<file path="src/rtl/trail_writer.sv">
// Frame buffer write-port producer: stamps square trail marks for each live bike
// once per frame, or clears the whole buffer to background on command.
module trail_writer #(
  parameter int         TRAIL_W     = 4,
  parameter logic [3:0] BLUE_CODE   = 4'h8,
  parameter logic [3:0] RED_CODE    = 4'h4,
  parameter logic [3:0] BG_CODE     = 4'h0,
  parameter int         CLEAR_WORDS = 153600
) (
  input  logic        Clk,
  input  logic        Reset,
  input  logic        frame_clk,
  input  logic        start_clear,
  input  logic        blue_en,
  input  logic        red_en,
  input  logic [9:0]  Blue_X_real,
  input  logic [9:0]  Blue_Y_real,
  input  logic [9:0]  Red_X_real,
  input  logic [9:0]  Red_Y_real,
  output logic        WE,
  output logic [18:0] write_address,
  output logic [15:0] Data_Out,
  output logic        busy,
  output logic        clear_done
);

  typedef enum logic [1:0] {IDLE, CLEAR, PAINT_B, PAINT_R} state_t;

  localparam logic [3:0]  ROW_LAST   = 4'(TRAIL_W - 1);
  localparam logic [2:0]  COL_LAST   = 3'(TRAIL_W / 2 - 1);
  localparam logic [18:0] CLEAR_LAST = 19'(CLEAR_WORDS - 1);
  localparam logic [15:0] BLUE_WORD  = {4'h0, BLUE_CODE, 4'h0, BLUE_CODE};
  localparam logic [15:0] RED_WORD   = {4'h0, RED_CODE, 4'h0, RED_CODE};
  localparam logic [15:0] BG_WORD    = {4'h0, BG_CODE, 4'h0, BG_CODE};

  state_t      state, state_n;
  logic        frame_q;
  logic [9:0]  x_b, y_b, x_r, y_r;
  logic        en_b, en_r;
  logic [3:0]  row_cnt, row_n, adv_row;
  logic [2:0]  col_cnt, col_n, adv_col;
  logic        frame_edge, accept, stamp_last;
  logic        we_n, done_n;
  logic [18:0] addr_n;
  logic [15:0] data_n;
  logic [19:0] first_b_in, first_r, next_b, next_r;

  // Returns {in_bounds, word_address} for stamp word (r, c) anchored at pixel (x, y).
  function automatic logic [19:0] stamp_word(input logic [9:0] x, input logic [9:0] y,
                                             input logic [3:0] r, input logic [2:0] c);
    logic [9:0]  col;
    logic [10:0] row;
    logic [18:0] addr;
    logic        ok;
    col  = (x >> 1) + {7'b0, c};
    row  = {1'b0, y} + {7'b0, r};
    addr = ({8'b0, row} << 8) + ({8'b0, row} << 6) + {9'b0, col};
    ok   = (col < 10'd320) && (row < 11'd480);
    return {ok, addr};
  endfunction

  assign frame_edge = frame_clk & ~frame_q;
  assign busy       = (state != IDLE);
  assign stamp_last = (row_cnt == ROW_LAST) && (col_cnt == COL_LAST);
  assign adv_col    = (col_cnt == COL_LAST) ? 3'd0 : col_cnt + 3'd1;
  assign adv_row    = (col_cnt == COL_LAST) ? row_cnt + 4'd1 : row_cnt;
  assign first_b_in = stamp_word(Blue_X_real, Blue_Y_real, 4'd0, 3'd0);
  assign first_r    = stamp_word(x_r, y_r, 4'd0, 3'd0);
  assign next_b     = stamp_word(x_b, y_b, adv_row, adv_col);
  assign next_r     = stamp_word(x_r, y_r, adv_row, adv_col);

  // The output registers always hold the word of the current state cycle, so the
  // next-state logic prepares the word for the cycle after the edge.
  always_comb begin
    state_n = state;
    row_n   = row_cnt;
    col_n   = col_cnt;
    we_n    = 1'b0;
    addr_n  = write_address;
    data_n  = Data_Out;
    done_n  = 1'b0;
    accept  = 1'b0;
    case (state)
      IDLE: begin
        if (start_clear) begin
          state_n = CLEAR;
          we_n    = 1'b1;
          addr_n  = 19'd0;
          data_n  = BG_WORD;
        end else if (frame_edge) begin
          accept  = 1'b1;
          state_n = PAINT_B;
          row_n   = 4'd0;
          col_n   = 3'd0;
          we_n    = blue_en & first_b_in[19];
          addr_n  = first_b_in[18:0];
          data_n  = BLUE_WORD;
        end
      end
      CLEAR: begin
        if (write_address == CLEAR_LAST) begin
          state_n = IDLE;
          done_n  = 1'b1;
        end else begin
          we_n   = 1'b1;
          addr_n = write_address + 19'd1;
          data_n = BG_WORD;
        end
      end
      PAINT_B: begin
        if (start_clear) begin
          state_n = CLEAR;
          we_n    = 1'b1;
          addr_n  = 19'd0;
          data_n  = BG_WORD;
        end else if (!en_b || stamp_last) begin
          state_n = PAINT_R;
          row_n   = 4'd0;
          col_n   = 3'd0;
          we_n    = en_r & first_r[19];
          addr_n  = first_r[18:0];
          data_n  = RED_WORD;
        end else begin
          row_n  = adv_row;
          col_n  = adv_col;
          we_n   = next_b[19];
          addr_n = next_b[18:0];
          data_n = BLUE_WORD;
        end
      end
      PAINT_R: begin
        if (start_clear) begin
          state_n = CLEAR;
          we_n    = 1'b1;
          addr_n  = 19'd0;
          data_n  = BG_WORD;
        end else if (!en_r || stamp_last) begin
          state_n = IDLE;
        end else begin
          row_n  = adv_row;
          col_n  = adv_col;
          we_n   = next_r[19];
          addr_n = next_r[18:0];
          data_n = RED_WORD;
        end
      end
      default: state_n = IDLE;
    endcase
  end

  always_ff @(posedge Clk) begin
    if (Reset) begin
      state         <= IDLE;
      frame_q       <= 1'b0;
      WE            <= 1'b0;
      write_address <= 19'd0;
      Data_Out      <= 16'd0;
      clear_done    <= 1'b0;
      row_cnt       <= 4'd0;
      col_cnt       <= 3'd0;
      x_b           <= 10'd0;
      y_b           <= 10'd0;
      x_r           <= 10'd0;
      y_r           <= 10'd0;
      en_b          <= 1'b0;
      en_r          <= 1'b0;
    end else begin
      state         <= state_n;
      frame_q       <= frame_clk;
      WE            <= we_n;
      write_address <= addr_n;
      Data_Out      <= data_n;
      clear_done    <= done_n;
      row_cnt       <= row_n;
      col_cnt       <= col_n;
      // Both bikes are snapshotted at acceptance so mid-frame motion cannot tear a stamp.
      if (accept) begin
        x_b  <= Blue_X_real;
        y_b  <= Blue_Y_real;
        x_r  <= Red_X_real;
        y_r  <= Red_Y_real;
        en_b <= blue_en;
        en_r <= red_en;
      end
    end
  end

endmodule

</file>
<file path="config.mk">
export PLATFORM = sky130hd
export DESIGN_NAME = trail_writer
export DESIGN_NICKNAME = d
export VERILOG_FILES = /design/src/rtl/trail_writer.sv
export SDC_FILE = /design/constraint.sdc
export NUM_CORES = 1
export LEC_CHECK = 0
export CAP_MARGIN = 20
export CORE_MARGIN = 1.5
export CORE_UTILIZATION = 55
export DETAILED_ROUTE_END_ITERATION = 8
export PLACE_DENSITY = 0.78
export SLEW_MARGIN = 20
export SYNTH_ARGS = -nofsm -noshare
export SYNTH_HDL_FRONTEND = slang
export SYNTH_SLANG_ARGS = --single-unit
</file>
<file path="constraint.sdc">
create_clock -name Clk -period 10.1 [get_ports Clk]
set_input_delay 1.515 -clock Clk [delete_from_list [all_inputs] [get_ports Clk]]
set_output_delay 1.515 -clock Clk [all_outputs]
set_load 0.02 [all_outputs]
</file>
==> run_results.csv <==
group,metric,value,unit
timing,hold_viol_final,0,
power,power.share.combinational,25.8,%
finish,layout-drive-gt1-share,3.89,%
timing,fin_crit_sh,50.2,%
global_routing,grt_max_degree,74,
logic_synthesis,syn-instance-count,903,
logic_synthesis,async_reset_ff_share,0,%
power,cellLeakagePower,3.54,nW
global_routing,globalRouteTotalUtil,30.0,%
route,antenna_left,0,
clock_network,htreeDepth,3,
floorplan,fp.dieW,117,um
timing,finalWorstSetupSlack,5.03,ns
clock_network,cts_tree,"built",
clock_network,hold_buffers,0,
placement,hpwlAfterDp,15.2,mm
power,switchingPower,0.293,mW
clock_network,clock_path_buffers,2,
global_routing,antenna_found_initial,0,
timing,finalSetupViolations,0,
timing,slew_headroom,34.2,%
timing,finClkSkew,0.0129,ns
finish,n_antenna_cell,0,
logic_synthesis,ys_ff_latch,73,
logic_synthesis,yosysTopAreaCell,"dfxtp_1",
finish,finish.utilization,64.2,%
route,vias_per_cell,6.02,
timing,fmax,0.197,GHz
floorplan,io_pins,84,
min_path,min_path_type,"reg2reg",
route,via_count,6762,
route,drc,0,
route,dr.pass1.iters,5,
finish,register_area,1460,um^2
logic_synthesis,netlist_area,7150,um^2
clock_network,insertion_delay,0.36,ns
finish,fillers,1140,
logic_synthesis,avgSynthCellArea,7.92,um^2
logic_synthesis,synth_edf_count,0,
global_routing,gr-total-overflow,0,
setup_path,crit-reg2reg-launch,"col_cnt[0]",
logic_synthesis,synth_top_cell_area_share,20.4,%
setup_path,worstSetupStartpointType,"flop",
power,p_int,0.594,mW
clock_network,post_cts_buffers,0,
job,maxCapViolCount,0,
logic_synthesis,yosys.area_share.xor_xnor,9.31,%
clock_network,cts_resized,0,
logic_synthesis,synth_top_family_by_area,"compound AO/OA/AOI/OAI gates",
finish,area_growth,13.7,%
setup_path,worst-setup-path-type,"reg2reg",
timing,tightest_slew,0.988,ns
clock_network,path_clk_slew,0.06,ns
global_routing,grt_pass1_vias,6060,
power,seqPwrFrac,37.2,%
power,clkPwrFrac,37.0,%
setup_path,end_kind,"flop",
outcome,outcome,"finished clean",
logic_synthesis,synth_warnings,0,
floorplan,die_area,13700,um^2
logic_synthesis,synthMuxAreaShare,0.420,%
placement,io_buffers,69,
setup_path,critPathSlowestCell,"a41oi_1",
min_path,min_from,"y_b[2]",
setup_path,required,10.29,ns
clock_network,numCtsBuffers,9,
finish,multi_input_area,5330,um^2
setup_path,crit_family,"compound AO/OA/AOI/OAI gates",
power,ir_worst_vdd,0.0755,mV
logic_synthesis,synth_compound_area_share,23.2,%
route,wl,19.7,mm
setup_path,critPathMaxStageDelay,0.49,ns
logic_synthesis,yosysSeqAreaShare,20.4,%
clock_network,root_buffer,"clkbuf_16",
timing,slew_viol_final,0,
floorplan,rows,41,
setup_path,arrival,5.27,ns
setup_path,crit_fanout,6,
floorplan,start_util,56.4,%
logic_synthesis,synth_ff_type,"dfxtp_1",
logic_synthesis,yosysMostFrequentCell,"nand2_1",
route,drtIter0Drc,653,
power,p_sw_share,33.0,%
setup_path,startpoint,"col_cnt[0]",
route,wl_per_cell,17.5,um
global_routing,grt_pass1_wl,31.4,mm
timing,period_minus_slack,5.07,ns
logic_synthesis,synth-simple-area-share,20.5,%
logic_synthesis,synth_common_cells,"135 x nand2_1, 94 x ha_1, 85 x a21oi_1, 73 x dfxtp_1, 59 x nor2_1",
logic_synthesis,synth_area_leaders,"dfxtp_1 20%, ha_1 16%, nand2_1 7.1%, a21oi_1 6.0%, xnor2_1 5.3%",
logic_synthesis,synth_fa_ha_area_share,20.4,%
power,p_per_area,109,nW/um^2
timing,grt_setup_unrepaired,"false",
placement,gp_congestion,0.952,
floorplan,core,12700,um^2
setup_path,cp_num_buf_inv,1,
timing,tns,0,ns
placement,dp_slack,5.06,ns
finish,fin_nets,1101,
floorplan,die_height,117,um
logic_synthesis,netlist-cell-type-count,71,
setup_path,path_cells,"inv_1 -> nor3_1 -> nand4_1 -> xnor2_1 -> ha_1 -> a21oi_1 -> nor2b_1 -> a41oi_1 -> xnor2_1 -> ha_1 -> ha_1 -> a21o_1 -> a221oi_2 -> a21oi_1 -> a31oi_1 -> xnor2_1 -> a221oi_1 -> a311oi_1",
clock_network,clock-sinks,73,
## power groups by stage
stage | logic [mW] | registers, mW | clock network [mW]
CTS | 0.225 | 0.329 | 0.329
global placement | 0.222 | 0.335 | 0
floorplan | 0.146 | 0.337 | 0
detailed placement | 0.224 | 0.335 | 0
global route | 0.251 | 0.332 | 0.341
finish | 0.229 | 0.330 | 0.328
## registers in the layout, summed over array words and instances, names as in the netlist
| signal | cells |
|---|---|
| write_address | 19 |
| Data_Out | 2 |
| y_b | 10 |
| en_r | 1 |
| x_r | 9 |
| clear_done | 1 |
| row_cnt | 4 |
| WE | 1 |
| x_b | 9 |
| state | 2 |
| en_b | 1 |
| frame_q | 1 |
| col_cnt | 3 |
| y_r | 10 |
## layer usage
metal	vias to the layer above	GRT usage [%]	wire, um
li1	3314	-	-
met1	3111	41.4	8810
met2	299	46.2	8620
met3	38	7.16	1750
met4	0	10.3	483
met5	-	0	0
## final timing paths
kind,to,slack [ns],depth (start not counted)
max reg2reg,write_address[17],5.03,18
min,y_b[2],0.46,2
max,write_address[17],5.03,18
min reg2reg,y_b[2],0.46,2
## layout by cell type (no fill, tap or decap), types with 14 or more instances in the layout
master and count:
nand2_1 135, ha_1 94, a21oi_1 85, dfxtp_1 73, clkdlybuf4s50_1 68, nor2_1 58
xnor2_1 43, o21ai_0 39, xor2_1 33, inv_1 30, a21o_1 19, nand3_1 17
a211oi_1 14, nor3_1 14, fa_1 14
## tightest hold or removal path: stages (launching register included)
cell     delay [ns]
dfxtp_1        0.31
nand2_1        0.05
a21oi_1        0.05
## layout make-up
type	count	area share, %
Clock buffer	9	2.77
Clock inverter	6	0.862
Inverter	30	1.39
Multi-Input combinational cell	760	65.6
Sequential cell	73	18.0
Tap cell	172	2.65
Timing Repair Buffer	73	8.80
## cell families after synthesis
family	Yosys count
flip-flops	73
AND/OR/NAND/NOR	310
adder cells (fa/ha/maj)	108
other	1
multiplexers	3
buffers and inverters	81
AO/OA/AOI/OAI	251
XOR/XNOR	76
## through the flow
stage | instance area, um^2 | power [mW] | instances | hold WS [ns]
final | 8130 | 0.886 | 1123 | 0.463
after detailed placement | 7830 | 0.559 | 1108 | 0.455
after global routing | 8130 | 0.924 | 1123 | 0.477
after global placement | 7830 | 0.557 | 1108 | 0.451
after floorplan | 7190 | 0.483 | 914 | 0.441
after CTS | 8130 | 0.883 | 1123 | 0.464
No activity file was read; power rests on OpenSTA's default activity.
